## src/rtl/proc_pkg.sv

```systemverilog
// Shared types for the parametrised instruction sequencer: opcodes, ALU functions,
// sequencer states, op classes and instruction field offsets.
package proc_pkg;

   typedef enum logic [3:0] {
      OP_LOAD = 4'b0000,
      OP_COPY = 4'b0001,
      OP_ADD  = 4'b0010,
      OP_SUB  = 4'b0011,
      OP_AND  = 4'b0100,
      OP_OR   = 4'b0101,
      OP_XOR  = 4'b0110,
      OP_NOT  = 4'b0111,
      OP_HALT = 4'b1111
   } opcode_e;

   typedef enum logic [2:0] {
      ALU_ADD = 3'b000,
      ALU_SUB = 3'b001,
      ALU_AND = 3'b010,
      ALU_OR  = 3'b011,
      ALU_XOR = 3'b100,
      ALU_NOT = 3'b101
   } alu_fn_e;

   typedef enum logic [2:0] {
      ST_IDLE,
      ST_S1,
      ST_S2,
      ST_S3,
      ST_HALT
   } state_e;

   typedef enum logic [2:0] {
      CL_MOVE,
      CL_ALU2,
      CL_ALU1,
      CL_HALT,
      CL_ILLEGAL
   } op_class_e;

   localparam int OPW = 4;

   function automatic int raw_bits(int nreg);
      return $clog2(nreg);
   endfunction

   function automatic int opc_lsb(int w);
      return w - OPW;
   endfunction

   function automatic int rx_lsb(int w, int nreg);
      return w - OPW - raw_bits(nreg);
   endfunction

   // Lowest instruction bit the sequencer cares about; anything below is ignored.
   function automatic int ry_lsb(int w, int nreg);
      return w - OPW - 2 * raw_bits(nreg);
   endfunction

endpackage

```

## src/rtl/op_decode.sv

```systemverilog
// Opcode classifier: maps a 4-bit opcode to its execution class and ALU function.
module op_decode
   import proc_pkg::*;
(
   input  logic [3:0] opcode_i,
   output logic [2:0] class_o,
   output logic [2:0] alu_fn_o
);

   always_comb begin
      class_o  = CL_ILLEGAL;
      alu_fn_o = ALU_ADD;
      case (opcode_i)
         OP_LOAD, OP_COPY: class_o = CL_MOVE;
         OP_ADD: begin class_o = CL_ALU2; alu_fn_o = ALU_ADD; end
         OP_SUB: begin class_o = CL_ALU2; alu_fn_o = ALU_SUB; end
         OP_AND: begin class_o = CL_ALU2; alu_fn_o = ALU_AND; end
         OP_OR:  begin class_o = CL_ALU2; alu_fn_o = ALU_OR;  end
         OP_XOR: begin class_o = CL_ALU2; alu_fn_o = ALU_XOR; end
         OP_NOT: begin class_o = CL_ALU1; alu_fn_o = ALU_NOT; end
         OP_HALT: class_o = CL_HALT;
         default: ;
      endcase
   end

endmodule

```

## src/rtl/param_controller.sv

```systemverilog
// Multi-cycle instruction sequencer: START/READY issue, T1..T3 stepping, Moore decode
// of register-file / ALU / external-input enables, with halt, illegal flag and retire count.
module param_controller
   import proc_pkg::*;
#(
   parameter  int W    = 10,
   parameter  int NREG = 4,
   parameter  int CNTW = 8,
   localparam int RAW  = $clog2(NREG)
) (
   input  logic            CLKb,
   input  logic            CLR,
   input  logic            START,
   input  logic [W-1:0]    INSTR,
   output logic            READY,
   output logic            Ext,
   output logic [RAW-1:0]  Rin,
   output logic [RAW-1:0]  Rout,
   output logic            ENW,
   output logic            ENR,
   output logic            Ain,
   output logic            Gin,
   output logic            Gout,
   output logic [2:0]      ALUcont,
   output logic [1:0]      T,
   output logic            DONE,
   output logic            HALTED,
   output logic            ILLEGAL,
   output logic [CNTW-1:0] ICNT
);

   localparam int IRW = OPW + 2 * RAW;

   generate
      if (NREG < 2 || W < OPW + 2 * RAW) begin : g_param_err
         $error("param_controller: W must be >= 4+2*clog2(NREG) and NREG >= 2");
      end
   endgenerate

   state_e          state_q, state_d;
   logic [IRW-1:0]  ir_q;
   logic [CNTW-1:0] icnt_q;
   logic            illegal_q;
   logic [2:0]      cls;
   logic [2:0]      alu_fn;
   logic [RAW-1:0]  rx, ry;
   logic            issue;
   logic            unused_instr;

   // Only opcode/Rx/Ry are kept; trailing instruction bits are don't-care.
   assign unused_instr = ^INSTR;
   assign rx = ir_q[RAW +: RAW];
   assign ry = ir_q[0 +: RAW];

   op_decode u_dec (
      .opcode_i (ir_q[IRW-1 -: OPW]),
      .class_o  (cls),
      .alu_fn_o (alu_fn)
   );

   always_comb begin
      state_d = state_q;
      Ext     = 1'b0;
      Rin     = '0;
      Rout    = '0;
      ENW     = 1'b0;
      ENR     = 1'b0;
      Ain     = 1'b0;
      Gin     = 1'b0;
      Gout    = 1'b0;
      ALUcont = 3'b000;
      T       = 2'd0;
      DONE    = 1'b0;
      case (state_q)
         ST_S1: begin
            T = 2'd1;
            case (cls)
               CL_MOVE: begin
                  Rin  = rx;
                  ENW  = 1'b1;
                  DONE = 1'b1;
                  // opcode bit 0 separates COPY (register source) from LOAD (external)
                  if (ir_q[IRW-OPW]) begin
                     Rout = ry;
                     ENR  = 1'b1;
                  end else begin
                     Ext = 1'b1;
                  end
               end
               CL_ALU2, CL_ALU1: begin
                  Rout = rx;
                  ENR  = 1'b1;
                  Ain  = 1'b1;
               end
               default: DONE = 1'b1;
            endcase
         end
         ST_S2: begin
            T       = 2'd2;
            Gin     = 1'b1;
            ALUcont = alu_fn;
            if (cls == CL_ALU2) begin
               Rout = ry;
               ENR  = 1'b1;
            end
         end
         ST_S3: begin
            T    = 2'd3;
            Gout = 1'b1;
            Rin  = rx;
            ENW  = 1'b1;
            DONE = 1'b1;
         end
         default: ;
      endcase

      HALTED = (state_q == ST_HALT);
      READY  = !HALTED && (state_q == ST_IDLE || DONE);
      issue  = START && READY;

      if (issue)
         state_d = ST_S1;
      else if (DONE)
         state_d = (cls == CL_HALT) ? ST_HALT : ST_IDLE;
      else if (state_q == ST_S1)
         state_d = ST_S2;
      else if (state_q == ST_S2)
         state_d = ST_S3;
   end

   always_ff @(posedge CLKb) begin
      if (CLR) begin
         state_q   <= ST_IDLE;
         ir_q      <= '0;
         icnt_q    <= '0;
         illegal_q <= 1'b0;
      end else begin
         state_q <= state_d;
         if (issue)
            ir_q <= INSTR[W-1 : ry_lsb(W, NREG)];
         if (DONE)
            icnt_q <= icnt_q + 1'b1;
         if (DONE && cls == CL_ILLEGAL)
            illegal_q <= 1'b1;
      end
   end

   assign ILLEGAL = illegal_q;
   assign ICNT    = icnt_q;

endmodule

```

## config.mk

```make
export PLATFORM = sky130hd
export DESIGN_NAME = param_controller
export DESIGN_NICKNAME = d
export VERILOG_FILES = /design/src/rtl/proc_pkg.sv /design/src/rtl/op_decode.sv /design/src/rtl/param_controller.sv
export SDC_FILE = /design/constraint.sdc
export NUM_CORES = 1
export LEC_CHECK = 0
export CAP_MARGIN = 10
export CORE_ASPECT_RATIO = 1.5
export CORE_MARGIN = 2
export CORE_UTILIZATION = 45
export DETAILED_ROUTE_END_ITERATION = 8
export PLACE_DENSITY = 0.77
export SETUP_SLACK_MARGIN = 0.15
export SYNTH_ARGS = -nofsm -noshare
export SYNTH_HDL_FRONTEND = slang
export SYNTH_HIERARCHICAL = 1
export SYNTH_SLANG_ARGS = --single-unit
export TNS_END_PERCENT = 30
```

## constraint.sdc

```tcl
create_clock -name CLKb -period 2.8 [get_ports CLKb]
set_clock_uncertainty 0.2 [all_clocks]
set_input_delay 0.56 -clock CLKb [delete_from_list [all_inputs] [get_ports CLKb]]
set_output_delay 0.56 -clock CLKb [all_outputs]
set_load 0.01 [all_outputs]
```

# After elaboration in Yosys (flattened, before gate mapping)
# Cells that the tools add are included.
# W data, S select, Z words.
totals:
  register_bits: 20
  latch_bits: 0
  mem_bits_rw: 0
  rom_bits: 0
  inputBits: 13
  out_inout_bits: 27
  word_cells: 66
  n_memories: 0
op_classes:
  addsub: 1
  n_mul: 0
  div: 0
  magnitude_cmp: 0
  eq_ne: 16
  n_shift: 0
  muxes: 30
  n_bitwise: 0
  n_reduce_logical: 14
op_table:
  columns: ["operator", "count"]
  rows:
  - ["$eq A4 B3 Y1 const B", 4]
  - ["$mux W3", 5]
  - ["$pmux W3 S5", 1]
  - ["$eq A3 B2 Y1 const B", 4]
  - ["$mux W1", 12]
  - ["$pmux W2 S2", 3]
  - ["$pmux W3 S4", 1]
  - ["$add A8 B1 Y8 const B", 1]
  - ["$eq A4 B2 Y1 const B", 2]
  - ["$pmux W1 S2", 4]
  - ["$eq A3 B1 Y1 const B", 2]
  - ["$eq A3 B3 Y1 const B", 2]
  - ["$logic_not A3 Y1", 2]
  - ["$mux W2", 3]
  - ["$pmux W2 S3", 1]
  - ["$reduce_or A2 Y1", 3]
  - ["$reduce_or A5 Y1", 1]
  - ["$eq A4 B1 Y1 const B", 1]
  - ["$eq A4 B4 Y1 const B", 1]
  - ["$logic_not A4 Y1", 1]
  - ["$reduce_bool A4 Y1", 1]
  - ["$logic_and A1 B1 Y1", 3]
  - ["$reduce_bool A3 Y1", 1]
  - ["$logic_not A1 Y1", 1]
  - ["$logic_or A1 B1 Y1", 1]

# Logic depth before layout (Yosys ltp)
logic_depth:
  depth_word: 11
  depth_mapped: 8
  mapped_depth_nobuf: 6

# Hierarchy
# Netlist, hierarchy kept.
modules_own_cells:
  columns: ["module", "n_inst", "cells_each", "area_each_um2", "seq_area_each_um2"]
  rows:
  - ["param_controller", 1, 123, 1138.6, 400.4]
  - ["op_decode", 1, 11, 73.8, 0.0]

# Least setup slack after synthesis
# No wires, ideal clock.
synth_path:
  kind: "flip-flop to output port"
  start: "register ir_q[5]"
  end: "output ENR"
  arrival_ns: 1.644
  required_time_ns: 2.040
  setup_slack_ns: 0.396
  path_stages_with_launch: 7
  path_buffers: 1
  cell_sequence: "dfxtp_1 > and4_1 > a221o_1 > buf_6 > xnor2_2 > nor3_4 > or2_2"
synth_via:
  elab_chain_len: 7
  word_cells_on_any_way: 19
  cone_classes: "eq/ne (10); mux (4); reduce/logical (5)"
synth_lines:
  columns: ["element", "line_no", "text"]
  rows:
  - ["from (decl)", "param_controller.sv:41", "logic [IRW-1:0] ir_q;"]
  - ["from (signal assigned)", "param_controller.sv:140", "ir_q <= INSTR[W-1 : ry_lsb(W, NREG)];"]
  - ["$eq A4 B2 Y1 (tied with other cells)", "op_decode.sv:13", "case (opcode_i)"]
  - ["$reduce_or A5 Y1 (no source line) / $reduce_or A2 Y1 (equally long branches)", null, null]
  - ["$pmux W3 S4 *", "op_decode.sv:13", null]
  - ["named net cls[0]", "param_controller.sv:44", "logic [2:0] cls;"]
  - ["$eq A3 B1 Y1 / $eq A3 B2 Y1 (equally long branches)", "param_controller.sv:77, param_controller.sv:102", null]
  - ["$reduce_or A2 Y1", "param_controller.sv:77", "case (cls)"]
  - ["$pmux W1 S2", "param_controller.sv:77", null]
  - ["$pmux W1 S2 *", "param_controller.sv:74", "case (state_q)"]
  - ["to (decl)", "param_controller.sv:20", "output logic ENR,"]
# Mark *: on every way through the listed nets, which the timed path passes. The rest lies on a longest branch.

# Worst setup path in the final report
layout_path:
  start: "register ir_q[7]"
  end: "output READY"
layout_via:
  elab_chain_len: 9
  word_cells_on_any_way: 19
  cone_classes: "eq/ne (10); mux (3); reduce/logical (6)"
layout_lines:
  columns: ["element", "line_no", "text"]
  rows:
  - ["$eq A4 B2 Y1 (tied with other cells)", "op_decode.sv:13", null]
  - ["$reduce_or A5 Y1 (no source line) / $reduce_or A2 Y1 (equally long branches)", null, null]
  - ["$pmux W3 S4 *", "op_decode.sv:13", null]
  - ["named net cls[0]", "param_controller.sv:44", null]
  - ["$eq A3 B1 Y1 / $eq A3 B2 Y1 (equally long branches)", "param_controller.sv:77", null]
  - ["$reduce_or A2 Y1 *", "param_controller.sv:77", null]
  - ["$mux W1 *", "param_controller.sv:77", null]
  - ["$pmux W1 S2 *", "param_controller.sv:74", null]
  - ["$logic_or A1 B1 Y1 *", "param_controller.sv:118", "READY = !HALTED && (state_q == ST_IDLE || DONE);"]
  - ["$logic_and A1 B1 Y1 *", "param_controller.sv:118", null]
  - ["to (decl)", "param_controller.sv:15", "output logic READY,"]
# Marked as above.

==> impl_metrics.csv <==
group,metric,value,unit
global_routing,first_global_vias,1121,
synthesis,ys_ff_latch,20,
cts,clkLatencyLatePin,270,ps
placement,dp_cells,211,
cts,cts_hold_buf,0,
critical_path,crit_required,2040,ps
sta,maxSlewHeadroom,0.7813,
synthesis,synth_area_per_cell,9.048,sq um
pwr,intPower,0.0005698,W
pwr,power_density,425.9,nW/um^2
route,wirelength,2952,um
cts,clk_pin_slew_worst_paths,70,ps
cts,tritoncts,"done",
critical_path,crit_type,"flip-flop to output port",
global_routing,grt_max_degree,16,
pwr,clkPwrFrac,0.385,
pwr,p_switching,0.0001922,W
pwr,power_frac_comb,0.207,
global_routing,grt_first_pass_wirelength,4823,um
critical_path,critPathMaxFanout,5,
global_routing,grt_overflow,0,
layout,instances_no_fill,218,
route,dr_total_vias,1156,
floorplan,initial_utilization,0.4630,
global_routing,grt_usage,0.2076,
floorplan,rows,23,
placement,place.gp.congestion,0.8243,
synthesis,synth.cell_area,1212,sq um
route,postRouteAntennaNets,0,
layout,layout-drive-gt1-share,0.3370,
synthesis,syn_inst,134,
run,maxCapViolCount,0,
status,status,"finished with violations",
sta,rsz0062_at_grt,"yes",
sta,min_period,2840,ps
pwr,seqPwrFrac,0.408,
cts,cts.sinks,20,
cts,cts.path.max_buffers,2,
sta,final.setup.tns,-40.42,ps
synthesis,ys_types,45,
sta,setup_ws,-40.42,ps
synthesis,seq_area_frac_synth,0.3302,
global_routing,grt_antenna_before_repair,0,
sta,finalCritPeriodShare,1.014,
route,drtIter0Drc,18,
placement,port_buffers,37,
sta,fmax,352.1,MHz
floorplan,ios,40,
layout,syn_to_final_growth,47.58,%
floorplan,die_w,46.38,um
floorplan,dieArea,3134,sq um
synthesis,syn_nets,148,
worst_hold_path,hp-class,"flip-flop to flip-flop",
floorplan,coreArea,2619,sq um
critical_path,critPathArrivalTime,2080,ps
critical_path,start_kind,"flip-flop",
pwr,leakage,0.7013,nW
layout,final_nets,196,
status,violations,"setup timing",
pwr,ir_drop,0.0003007,V
route,drc_errors,0,
layout,fillers,207,
route,avgViaCountPerCell,5.303,
critical_path,end_kind,"output port",
synthesis,yosys_warnings,6,
sta,finalSetupViolations,1,
floorplan,die_y,67.57,um
sta,finalMaxSlewViolations,0,
pwr,p_sw_frac,0.2523,
layout,antennaDiodeCount,0,
placement,place_hpwl,2294,um
route,wire_per_inst,13.54,um
route,firstDrtPassIters,4,
critical_path,r2r_slack,250,ps
cts,cts_max_level,1,
sta,timing_hold_violations_final,0,
sta,tightest_slew,327.0,ps
cts,ctsRootBufferMaster,"clkbuf_8",
cts,cts_buffers,3,
[worst paths after layout]
kind,from,cells after the start,to
max reg2reg,ir_q[7],10,ir_q[1]
min reg2reg,ILLEGAL,2,ILLEGAL
min,ILLEGAL,2,ILLEGAL
max,ir_q[7],7,READY
[registers in the layout, summed over array words and instances, names as in the netlist]
name,count
state_q,3
ir_q,8
ICNT,8
ILLEGAL,1
[worst max-delay path, cell delays in order, from the launching register on]
cell and delay, ps:
dfxtp_4 370, and4_1 170, a221o_1 320, buf_4 160
buf_4 130, xor2_2 180, a311oi_2 310, buf_2 190
[metrics by stage]
step	total power [W]	setup slack (ps)	hold WS (ps)	instance area [sq um]	utilization
2_1_floorplan	0.0004019	395.9	253.7	1212	-
3_3_place_gp	0.0004595	-120.4	262.2	1664	0.6355
3_5_place_dp	0.0004646	-159.9	267.6	1664	0.6355
4_1_cts	0.0007568	-135.2	284.7	1748	0.6675
5_1_grt	0.0007934	-117.7	321.8	1789	0.6832
6_report	0.0007621	-40.42	275.4	1789	0.6832
[Yosys cell counts (all sizes together)]
| library cell | count | area, sq um |
|---|---|---|
| and2b | 1 | 8.760 |
| nand2 | 3 | 11.26 |
| nor2 | 16 | 60.06 |
| a41oi | 1 | 8.760 |
| nor3b | 1 | 7.510 |
| inv | 5 | 18.77 |
| and4b | 1 | 10.01 |
| a221o | 1 | 10.01 |
| o211ai | 2 | 15.01 |
| o21ai | 7 | 57.55 |
| ha | 1 | 12.51 |
| nor3 | 5 | 46.30 |
| xor2 | 7 | 68.82 |
| clkbuf | 3 | 12.51 |
| mux2i | 1 | 10.01 |
| a21oi | 4 | 20.02 |
| and4 | 2 | 17.52 |
| o211a | 1 | 10.01 |
| dfxtp | 20 | 400.4 |
| xnor2 | 2 | 25.03 |
| o2111ai | 4 | 35.03 |
| nand2b | 7 | 46.30 |
| a22o | 2 | 17.52 |
| buf | 8 | 57.55 |
| a32oi | 1 | 8.760 |
| o31ai | 2 | 25.02 |
| nor4 | 1 | 6.260 |
| a311oi | 1 | 15.01 |
| nand4b | 8 | 70.07 |
| or2 | 2 | 12.52 |
| and3 | 2 | 15.01 |
| nor2b | 4 | 25.02 |
| a31oi | 1 | 6.260 |
| clkinv | 1 | 3.750 |
| and2 | 6 | 37.54 |
[area by class of cell]
| class | count | area (sq um) | area share |
|---|---|---|---|
| multi-input cells | 97 | 750.7 | 0.4196 |
| clock buffers | 3 | 41.29 | 0.02308 |
| inverters | 6 | 26.28 | 0.01469 |
| clock inverters | 1 | 30.03 | 0.01678 |
| well taps | 37 | 46.29 | 0.02587 |
| flip-flops and latches | 20 | 414.1 | 0.2315 |
| repair buffers | 54 | 480.5 | 0.2685 |
[cells by family after synthesis]
group           synth area share
simple gates              0.3086
flops                     0.3302
compound gates            0.1888
buf+inv                  0.07636
mux                     0.008256
xor+xnor                 0.07741
fa+ha+maj                0.01032
[power groups by stage]
| stage | clock, W | combinational (W) | sequential [W] |
|---|---|---|---|
| global route | 0.000309 | 0.000171 | 0.000313 |
| detailed placement | 0 | 0.000149 | 0.000316 |
| floorplan | 0 | 0.0000893 | 0.000313 |
| CTS | 0.000295 | 0.000151 | 0.000310 |
| global placement | 0 | 0.000144 | 0.000315 |
| finish | 0.000293 | 0.000158 | 0.000311 |
[routing by layer]
metal / track usage / share of wire
met5: 0 / 0
met1: 0.2219 / 0.38
met2: 0.3819 / 0.56
met4: 0.07500 / 0.018
met3: 0.04278 / 0.048
[cells in the final DEF, fill, tap and decap left out, drive strengths merged, types with 2 or more instances in the layout]
master and n:
a21oi 4, a22o 2, and2 6, and3 2, and4 2, buf 23
clkbuf 3, clkdlybuf4s15 3, clkdlybuf4s50 27, dfxtp 20, inv 5, nand2 3
nand2b 7, nand4b 8, nor2 16, nor2b 4, nor3 5, o2111ai 4
o211ai 2, o21ai 7, o31ai 2, or2 2, xnor2 2, xor2 7
[repair_timing]
item,in CTS,in global routing
buffers inserted,2,1
endpoints found under the setup margin,14,15
pin swaps,8,4
resized for setup,41,12
No activity file was read; power rests on OpenSTA's default activity.
